===== src/rtl/ram_arbiter.sv =====
// ram_arbiter: shares the byte-wide data RAM between two requesters.
//   Port 0 is the CPU memory path and port 1 is a loader/debug master.
//   Each granted access (byte/half/word) is serialized into 1..4
//   little-endian byte cycles on the RAM. Read bytes are reassembled
//   and then sign- or zero-extended.
//
// Ports:
//   clk, reset             clock; synchronous active-low reset
//   req/we/size/uns/addr/wdata {0,1}  per-port request fields
//   ack0, ack1             one-cycle completion pulse per port
//   rdata                  extended read data (valid in a read ack cycle)
//   busy                   transaction in progress
//   ram_addr/ram_we/ram_wdata  RAM byte interface (registered)
//   ram_rdata              RAM read byte, one cycle after its address
module ram_arbiter #(
   parameter int ADDR_W = 16
) (
   input  logic              clk,
   input  logic              reset,
   input  logic              req0,
   input  logic              we0,
   input  logic [1:0]        size0,
   input  logic              uns0,
   input  logic [31:0]       addr0,
   input  logic [31:0]       wdata0,
   input  logic              req1,
   input  logic              we1,
   input  logic [1:0]        size1,
   input  logic              uns1,
   input  logic [31:0]       addr1,
   input  logic [31:0]       wdata1,
   output logic              ack0,
   output logic              ack1,
   output logic [31:0]       rdata,
   output logic              busy,
   output logic [ADDR_W-1:0] ram_addr,
   output logic              ram_we,
   output logic [7:0]        ram_wdata,
   input  logic [7:0]        ram_rdata
);

   typedef enum logic [1:0] {IDLE, XFER, WAIT, ACK} state_t;

   state_t            state;
   logic [1:0]        cnt;
   logic              last_grant;
   logic              port;
   logic              l_we;
   logic              l_uns;
   logic [1:0]        l_size;
   logic [ADDR_W-1:0] l_addr;
   logic [31:0]       l_wdata;
   logic [31:0]       rbuf;

   // Index of the final byte: 0, 1 or 3.
   function automatic logic [1:0] last_of(input logic [1:0] s);
      case (s)
         2'd0:    return 2'd0;
         2'd1:    return 2'd1;
         default: return 2'd3;
      endcase
   endfunction

   function automatic logic [31:0] extend(input logic [31:0] v,
                                          input logic [1:0] s,
                                          input logic u);
      case (s)
         2'd0:    return u ? {24'd0, v[7:0]}  : {{24{v[7]}}, v[7:0]};
         2'd1:    return u ? {16'd0, v[15:0]} : {{16{v[15]}}, v[15:0]};
         default: return v;
      endcase
   endfunction

   // Round-robin: on a tie, the port not granted last time wins.
   logic        g_port;
   logic        g_we;
   logic        g_uns;
   logic [1:0]  g_size;
   logic [31:0] g_addr;
   logic [31:0] g_wdata;

   always_comb begin
      g_port = (req0 && req1) ? ~last_grant : req1;
      if (g_port) begin
         g_we = we1; g_size = size1; g_uns = uns1; g_addr = addr1; g_wdata = wdata1;
      end else begin
         g_we = we0; g_size = size0; g_uns = uns0; g_addr = addr0; g_wdata = wdata0;
      end
   end

   logic [1:0]  last_idx;
   logic [1:0]  nxt_cnt;
   logic [31:0] rfinal;

   always_comb begin
      last_idx = last_of(l_size);
      nxt_cnt  = cnt + 2'd1;
      // Final read byte arrives during WAIT; merge it before extending.
      rfinal   = rbuf;
      rfinal[{last_idx, 3'b000} +: 8] = ram_rdata;
   end

   always_ff @(posedge clk) begin
      if (!reset) begin
         state      <= IDLE;
         cnt        <= 2'd0;
         last_grant <= 1'b1;
         port       <= 1'b0;
         l_we       <= 1'b0;
         l_uns      <= 1'b0;
         l_size     <= 2'd0;
         l_addr     <= '0;
         l_wdata    <= 32'd0;
         rbuf       <= 32'd0;
         ack0       <= 1'b0;
         ack1       <= 1'b0;
         rdata      <= 32'd0;
         busy       <= 1'b0;
         ram_addr   <= '0;
         ram_we     <= 1'b0;
         ram_wdata  <= 8'd0;
      end else begin
         ack0 <= 1'b0;
         ack1 <= 1'b0;
         case (state)
            IDLE: begin
               if (req0 || req1) begin
                  state      <= XFER;
                  busy       <= 1'b1;
                  cnt        <= 2'd0;
                  last_grant <= g_port;
                  port       <= g_port;
                  l_we       <= g_we;
                  l_uns      <= g_uns;
                  l_size     <= g_size;
                  l_addr     <= g_addr[ADDR_W-1:0];
                  l_wdata    <= g_wdata;
                  rbuf       <= 32'd0;
                  // RAM outputs are registered, so byte 0 is set up here.
                  ram_addr   <= g_addr[ADDR_W-1:0];
                  ram_we     <= g_we;
                  ram_wdata  <= g_wdata[7:0];
               end
            end
            XFER: begin
               if (!l_we && cnt != 2'd0)
                  rbuf[{cnt - 2'd1, 3'b000} +: 8] <= ram_rdata;
               if (cnt == last_idx) begin
                  ram_addr  <= '0;
                  ram_we    <= 1'b0;
                  ram_wdata <= 8'd0;
                  if (l_we) begin
                     state <= ACK;
                     ack0  <= ~port;
                     ack1  <= port;
                     rdata <= 32'd0;
                  end else begin
                     state <= WAIT;
                  end
               end else begin
                  cnt       <= nxt_cnt;
                  ram_addr  <= l_addr + ADDR_W'(nxt_cnt);
                  ram_wdata <= l_wdata[{nxt_cnt, 3'b000} +: 8];
               end
            end
            WAIT: begin
               state <= ACK;
               rbuf  <= rfinal;
               ack0  <= ~port;
               ack1  <= port;
               rdata <= extend(rfinal, l_size, l_uns);
            end
            ACK: begin
               state <= IDLE;
               busy  <= 1'b0;
               cnt   <= 2'd0;
               rdata <= 32'd0;
            end
            default: state <= IDLE;
         endcase
      end
   end

endmodule


===== config.mk =====
export PLATFORM = sky130hd
export DESIGN_NAME = ram_arbiter
export DESIGN_NICKNAME = d
export VERILOG_FILES = /design/src/rtl/ram_arbiter.sv
export SDC_FILE = /design/constraint.sdc
export NUM_CORES = 1
export LEC_CHECK = 0
export BUFFER_PORTS_ARGS = -buffer_cell sky130_fd_sc_hd__buf_2
export CORE_UTILIZATION = 43
export CTS_CLUSTER_SIZE = 24
export DETAILED_ROUTE_END_ITERATION = 16
export GPL_TIMING_DRIVEN = 0
export PLACE_DENSITY = 0.71
export SYNTH_ARGS = -nofsm -noshare
export SYNTH_HDL_FRONTEND = slang
export SYNTH_SLANG_ARGS = --single-unit

===== constraint.sdc =====
create_clock -name clk -period 9.4 [get_ports clk]
set_clock_uncertainty 0.05 [all_clocks]
set_input_delay 0 -clock clk [delete_from_list [all_inputs] [get_ports clk]]
set_output_delay 0 -clock clk [all_outputs]
set_load 0.02 [all_outputs]

# Word-level counts from Yosys, hierarchy flattened
# Index checks and enable logic that the tools add are counted.
# Widths: inputs -> output; s select.
# totals
in_bits	148
output_inout_bits	60
reg_bits	150
# classes
eq_ne	10
shift	5
mux	42
addsub	5
bitwise	2
reduce_logical	20
# ops
op	count
$mux 32	7
$pmux 32 s3	2
$bwmux 32	2
$pmux 32 s2	1
$shift 8x7->32 const A	2
$shiftx 8x7->32	2
$mux 16	3
$pmux 16 s2	1
$shiftx 32x6->8	1
$add 16x2->16	1
$mux 8	2
$pmux 8 s2	1
$neg 5->7	2
$reduce_and 3->1	4
$mux 1	11
$mux 2	5
$ne 2x2->1 const B	5
$reduce_bool 3->1	3
$pmux 1 s2	4
$pmux 2 s4	1
$reduce_and 2->1	4
$pmux 2 s3	1
$reduce_bool 2->1	3
$eq 2x1->1 const B	2
10 further kinds	14

# Longest topological paths before layout
# Gate-level depths: netlist (run 1).
# logic_depth
depth_word	8
depth_mapped	12

# Worst setup path before layout (run 1)
# Ideal clock, no wire load.
# synth_path
path_type	reg-to-reg
start	register cnt[0]
end	register ram_addr[14]
stages_incl_launch_ff	13
path_slack_ns	6.193
n_path_buf	3
setup_ns	0.132
t_arrival_ns	3.025
path_cell_list	dfxtp_1 > buf_2 > buf_1 > inv_1 > ha_1 > buf_2 > inv_1 > fa_1 > nand4b_1 > nor4_1 > xor2_1 > a21oi_1 > a21oi_1
# synth_via
elab_chain_len	4
elab_cells_between_ends	5
cone_classes	add/sub: 2; eq/ne: 1; mux: 2
# synth_rtl
element	line_no	text
from (decl)	45	logic [1:0] cnt;
from (signal assigned)	161	cnt <= nxt_cnt;
$add 2x1->2	97	nxt_cnt = cnt + 2'd1;
$add 16x2->16	162	ram_addr <= l_addr + ADDR_W'(nxt_cnt);
$mux 16 *	148	if (cnt == last_idx) begin
$pmux 16 s2 *	125	case (state)
to (signal assigned)	140	ram_addr <= g_addr[ADDR_W-1:0];
to (signal assigned)	162	
to (decl)	36	output logic [ADDR_W-1:0] ram_addr,
# Mark *: on every way between the ends. The rest lies on a longest branch, timed or not.
# A chain may end at the register's enable or synchronous reset.

# Worst setup path after layout (run 1)
# Ends and elaborated chain as after synthesis.

==> results of run 1 <==
[cells by family (layout without fill, tap and decap cells)]
group | count (synthesis) | after routing | share of synthesized area [%]
DFF | 142 | 142 | 40.3
buffers and inverters | 94 | 419 | 5.70
xor gates and xnor gates | 13 | 13 | 1.61
and+or+nand+nor | 226 | 226 | 15.2
muxes | 61 | 61 | 10.1
adders and majority gates | 14 | 14 | 2.59
AOI/OAI and AO/OA | 264 | 264 | 24.5
[power by group through the flow]
stage / clock [µW] / combinational, µW / sequential [µW]
after global routing: 760 / 1280 / 890
after global placement: 0 / 1070 / 878
after floorplan: 0 / 674 / 929
after detailed placement: 0 / 1080 / 878
after CTS: 730 / 1150 / 869
final: 723 / 1170 / 878
[synth_stat cells, types with 3 or more instances]
library cell  number  area share, %
o21ai_0          110            7.8
nor2b_1           11           0.98
buf_1              6           0.32
a21boi_0          10            1.1
nand4_1            6           0.53
clkbuf_1          44            2.3
a22oi_1           10            1.1
mux2i_1           52            7.4
ha_1              13            2.3
a22o_1             7           0.87
and3_1             7           0.62
a21oi_1           53            3.8
nand2b_1           3           0.27
o211a_1           46            6.5
buf_4              4           0.43
xor2_1             8           0.99
nor4_1             6           0.53
nor3_1             3           0.21
o31ai_1            3           0.32
mux4_2             8            2.6
nand2_1          100            5.3
o221ai_1           7           0.87
xnor2_1            5           0.62
dfxtp_1          142             40
o211ai_1           4           0.43
buf_2             14           0.99
inv_1             23            1.2
nand3_1           42            3.0
nor2_1            34            1.8
[layer usage]
metal | vias to the layer above | share of wire [%]
met5 | - | 0
met4 | 0 | 3.9
met3 | 86 | 8.1
met2 | 419 | 48
met1 | 3587 | 39
li1 | 3554 | -
[worst min path at each step]
stage | from | end | slack [ns] | cells past startpoint
2_1_floorplan | ram_rdata[2] | rbuf[10] | 0.08 | 1
3_3_place_gp | ram_rdata[0] | rbuf[8] | 0.28 | 2
3_5_place_dp | ram_rdata[0] | rbuf[8] | 0.28 | 2
4_1_cts | wdata1[4] | ram_wdata[4] | 0.004 | 5
5_1_grt | wdata1[7] | ram_wdata[7] | 0.04 | 5
6_report | addr1[13] | ram_addr[13] | 0.002 | 5
[metrics by stage]
step	worst slack [ns]	power (µW)
after floorplan	6.19	1600
after global placement	5.37	1940
after detailed placement	5.32	1960
after CTS	5.26	2750
after global routing	5.03	2930
final	5.29	2780
[worst min-delay path, stage by stage]
cell	delay (ns)
buf_2	0.07
mux2i_1	0.09
o21ai_0	0.15
a21oi_1	0.05
nor2_1	0.07
[sequential cells by signal, summed over array words and instances (netlist names)]
signal	flops
l_wdata	32
rdata	32
rbuf	24
l_addr	16
ram_addr	16
ram_wdata	8
cnt	2
l_size	2
state	2
ack0	1
ack1	1
busy	1
l_uns	1
l_we	1
last_grant	1
port	1
ram_we	1
[layout make-up]
class | instances | area (µm²)
clock buffer | 17 | 425
inverter | 23 | 86.3
timing repair buffer | 293 | 2060
sequential | 142 | 2840
fill | 1344 | 5930
tap | 216 | 270
buffer | 71 | 315
multi-input combinational | 578 | 3810
clock inverter | 15 | 209
==> results.py, run 1 <==
metrics = {
    "pwr": {
        "ir_drop_v": 0.000199,
        "p_seq_share_pct": 31.6,
        "p_comb_share_pct": 42.3,
        "power_frac_clock_pct": 26.1,
        "sw_frac_of_total_pct": 41.0,
        "leakagePower_uw": 0.00453,
        "power_density_nw_per_um2": 277,
        "power_switching_uw": 1140,
        "p_int_uw": 1640,
    },
    "global_route": {
        "antenna_found_initial": 0,
        "grt_use_met3_pct": 6.77,
        "grt_overflow": 0,
        "grt_usage_pct": 29.5,
        "use_met1_pct": 34.8,
        "busiest_layer": "met2",
        "grt_pass1_vias": 7389,
        "gr-usage-met2_pct": 50.9,
        "grt_max_degree": 17,
        "grt_pass1_wl_mm": 38.2,
    },
    "placed_design": {
        "hpwl_mm": 15.5,
        "dpl_cell_area_um2": 8190,
        "port_buffers": 174,
        "gp_congestion": 0.873,
        "dpl.cell_count": 1204,
    },
    "floorplan": {
        "die_w_um": 130,
        "fp.dieArea_um2": 16900,
        "ios": 208,
        "initial_core_util_pct": 44.2,
        "fp.dieH_um": 130,
        "num_rows": 46,
        "core_area_um2": 15900,
    },
    "setup_path": {
        "cp-start-kind": "flop",
        "cp.depth": 12,
        "timing.critical_path.to_type": "flop",
        "critical_path.startpoint": "cnt[0]",
        "cp_top_family": "buffers and inverters",
        "regToRegEndpoint": "ram_addr[14]",
        "rr_worst_depth": 12,
        "critPathCapture": "ram_addr[14]",
        "crit_fanout": 10,
        "path_cells": "buf_2, buf_1, inv_1, ha_1, buf_2, inv_1, fa_1, nand4b_1, nor4_1, xor2_1, a21oi_1, a21oi_1",
        "crit_arrival_ns": 4.41,
        "cp_num_buf_inv": 5,
        "slowest_stage": "ha_1",
        "rrSetupSlack_ns": 5.29,
        "path_class": "flop to flop",
        "worstPathRequired_ns": 9.70,
        "crit_path_max_incr_delay_ns": 0.51,
        "timing.rr.start": "cnt[0]",
    },
    "clocking": {
        "clkTransAtPathRegs_ns": 0.06,
        "cts.htree.levels": 4,
        "cts_buffer_depth": 2,
        "insertion_delay_ns": 0.42,
        "cts_root_buf": "clkbuf_16",
        "post_cts_buffers": 0,
        "post_cts_resized": 0,
        "cts_tree": "done",
        "cts_sinks": 142,
        "cts_buffers": 17,
        "cts_hold_buf": 119,
    },
    "cells_and_area": {
        "final_cell_mix": "buf_2 (188), dfxtp_1 (142), dlygate4sd3_1 (119)",
        "antenna_cells": 0,
        "area.growth.synth_to_final_pct": 42.1,
        "utilization_pct": 62.8,
        "stdcell_count": 1355,
        "drive_above_1_share_pct": 21.3,
        "fin_area_um2": 10000,
        "layout_commonest_cell": "buf_2",
        "layout.nets": 1288,
    },
    "logic_synthesis": {
        "synth_nets": 976,
        "synthCells": 814,
        "ys_types": 57,
        "synth_flop_cell": "dfxtp_1",
        "ys_warn_count": 0,
        "syn_area_per_cell_um2": 8.66,
        "synth_area_um2": 7050,
        "synth_seq_cells": 142,
        "async_reset_ff_share_pct": 0,
        "synth-edff-count": 0,
        "ys_seq_area_share_pct": 40.3,
    },
    "route": {
        "dr.pass1.iters": 6,
        "drtIter0Drc": 700,
        "drc_errors": 0,
        "wire_per_inst_um": 17.9,
        "vias": 7646,
        "avgViaCountPerCell": 5.64,
        "ant_nets": 0,
        "routed_wl_mm": 24.3,
    },
    "sta": {
        "rsz0062_at_grt": "no",
        "min_period_over_period_pct": 43.7,
        "timing.setup.tns_ns": 0,
        "max-slew-margin-rel_pct": 39.3,
        "hold_slack_ns": 0.00248,
        "drv_slew": 0,
        "fmax_mhz": 243,
        "final.min_clock_period_ns": 4.11,
        "setup_viol": 0,
        "worst_pin_slew_ns": 0.901,
        "hold_viol": 0,
    },
    "min_path": {
        "min_path_type": "primary input to flop",
    },
    "status": {
        "outcome": "finished clean",
    },
    "flow_run": {
        "maxCapViolCount": 0,
    },
}
No activity file was read; power rests on OpenSTA's default activity.
==> run 2: changes to the inputs <==
==> constraint.sdc (replaced) <==
create_clock -name clk -period 3.92 [get_ports clk]
set_clock_uncertainty 0.05 [all_clocks]
set_input_delay 0 -clock clk [delete_from_list [all_inputs] [get_ports clk]]
set_output_delay 0 -clock clk [all_outputs]
set_load 0.02 [all_outputs]
==> run 2 against run 1 <==
Against the previous run:
- via count is 0.60% lower
- sequential cell count stayed put
- hold slack better by 0.0046 ns
- die area stayed put
- count of clock-buffer cells in the layout stayed put
- critical path depth is 1 lower
- critical endpoint unchanged
- highest routed layer unchanged
==> results.py, run 2 (synthesized netlist as in run 1, its figures left out) <==
metrics = {
    "route": {
        "drtIter0Drc": 668,
        "ant_nets": 0,
        "drc_errors": 0,
        "routed_wl_mm": 24.2,
        "wire_per_inst_um": 17.9,
        "avgViaCountPerCell": 5.61,
        "dr.pass1.iters": 5,
        "vias": 7600,
    },
    "placed_design": {
        "place_ws_ns": -0.156,
        "port_buffers": 174,
        "hpwl_mm": 15.5,
        "gp_congestion": 0.873,
        "dpl.cell_count": 1204,
    },
    "sta": {
        "hold_viol": 0,
        "fmax_mhz": 273,
        "worst_pin_slew_ns": 0.901,
        "max-slew-margin-rel_pct": 39.3,
        "final.min_clock_period_ns": 3.66,
        "setup_viol": 0,
        "rsz0062_at_grt": "no",
        "fin_ws_ns": 0.255,
        "drv_slew": 0,
        "hold_slack_ns": 0.00706,
        "min_period_over_period_pct": 93.5,
    },
    "clocking": {
        "cts_sinks": 142,
        "clkTransAtPathRegs_ns": 0.06,
        "cts_buffer_depth": 2,
        "cts_tree": "done",
        "post_cts_resized": 0,
        "cts_root_buf": "clkbuf_16",
        "insertion_delay_ns": 0.42,
        "post_cts_buffers": 0,
        "cts_buffers": 17,
        "cts.htree.levels": 4,
    },
    "setup_path": {
        "cp-start-kind": "flop",
        "path_class": "flop to flop",
        "crit_fanout": 16,
        "crit_arrival_ns": 3.97,
        "worstPathRequired_ns": 4.22,
        "timing.critical_path.to_type": "flop",
    },
    "cells_and_area": {
        "largestRegisters": "l_wdata x32, rdata x32, rbuf x24",
        "area.growth.synth_to_final_pct": 42.0,
        "stdcell_count": 1354,
        "drive_above_1_share_pct": 21.4,
        "layout_commonest_cell": "buf_2",
        "fillers": 1345,
        "final_cell_mix": "buf_2 (188), dfxtp_1 (142), dlygate4sd3_1 (119)",
        "antenna_cells": 0,
        "layout.nets": 1287,
    },
    "status": {
        "outcome": "finished clean",
    },
    "global_route": {
        "grt_usage_pct": 29.4,
        "antenna_found_initial": 0,
        "grt_pass1_wl_mm": 38.2,
        "grt_overflow": 0,
        "grt_max_degree": 17,
        "grt_pass1_vias": 7393,
    },
    "pwr": {
        "p_total_uw": 6650,
        "ir_drop_v": 0.000478,
        "power_density_nw_per_um2": 665,
        "leakagePower_uw": 0.00453,
    },
    "flow_run": {
        "maxCapViolCount": 0,
    },
    "floorplan": {
        "core_area_um2": 15900,
        "initial_core_util_pct": 44.2,
        "num_rows": 46,
        "die_w_um": 130,
        "ios": 208,
        "fp.dieH_um": 130,
        "fp.dieArea_um2": 16900,
    },
    "min_path": {
        "min_path_type": "primary input to flop",
    },
}
==> run 2: timing repair <==
item / CTS / global route
endpoints found under the setup margin: 3 / 0
endpoints found under the hold margin: 81 / 0
hold buffers: 119 / 0
==> run 2: final timing paths <==
kind / start / end / slack, ns / cells past startpoint
max: cnt[0] / ram_addr[14] / 0.26 / 11
min: addr1[13] / ram_addr[13] / 0.007 / 5
max reg2reg: cnt[0] / ram_addr[14] / 0.26 / 11
min reg2reg: port / ack1 / 0.40 / 2
==> run 2: final cells by class <==
| cell class | instances | area (µm²) | area share (%) |
|---|---|---|---|
| repair buffers | 293 | 2060 | 20.6 |
| multi-input cells | 578 | 3810 | 38.0 |
| clock buffers | 17 | 425 | 4.25 |
| inverters | 23 | 86.3 | 0.862 |
| clock inverters | 15 | 209 | 2.09 |
| plain buffers | 70 | 312 | 3.11 |
| well taps | 216 | 270 | 2.70 |
| flip-flops and latches | 142 | 2840 | 28.4 |
==> run 2: layer usage <==
| layer | GRT usage (%) | up-vias | wire length, µm |
|---|---|---|---|
| li1 | - | 3557 | - |
| met1 | 34.8 | 3567 | 9680 |
| met2 | 50.8 | 398 | 11800 |
| met3 | 6.77 | 78 | 1800 |
| met4 | 13.1 | 0 | 906 |
| met5 | 0 | - | 0 |
==> run 2: critical path: stages (launching register included) <==
cell and delay, ns:
dfxtp_1 0.39, buf_2 0.37, inv_1 0.23, ha_1 0.47, buf_2 0.36, inv_1 0.10
fa_1 0.48, nand4b_1 0.30, nor4_1 0.38, xor2_1 0.23, a21oi_1 0.09, a21oi_1 0.14
==> run 2: power by group <==
| part | switching (µW) | internal [µW] | leakage (µW) |
|---|---|---|---|
| clock network | 664 | 1070 | 0.000301 |
| logic | 1780 | 1030 | 0.00306 |
| registers | 283 | 1820 | 0.00116 |
==> run 2: stage by stage <==
step / TNS [ns] / cell area, µm² / util, %
6_report: 0 / 10000 / 62.8
2_1_floorplan: 0 / 7050 / -
4_1_cts: 0 / 10000 / 62.8
3_5_place_dp: -0.239 / 8190 / 51.4
5_1_grt: 0 / 10000 / 62.8
3_3_place_gp: -0.141 / 8190 / 51.4
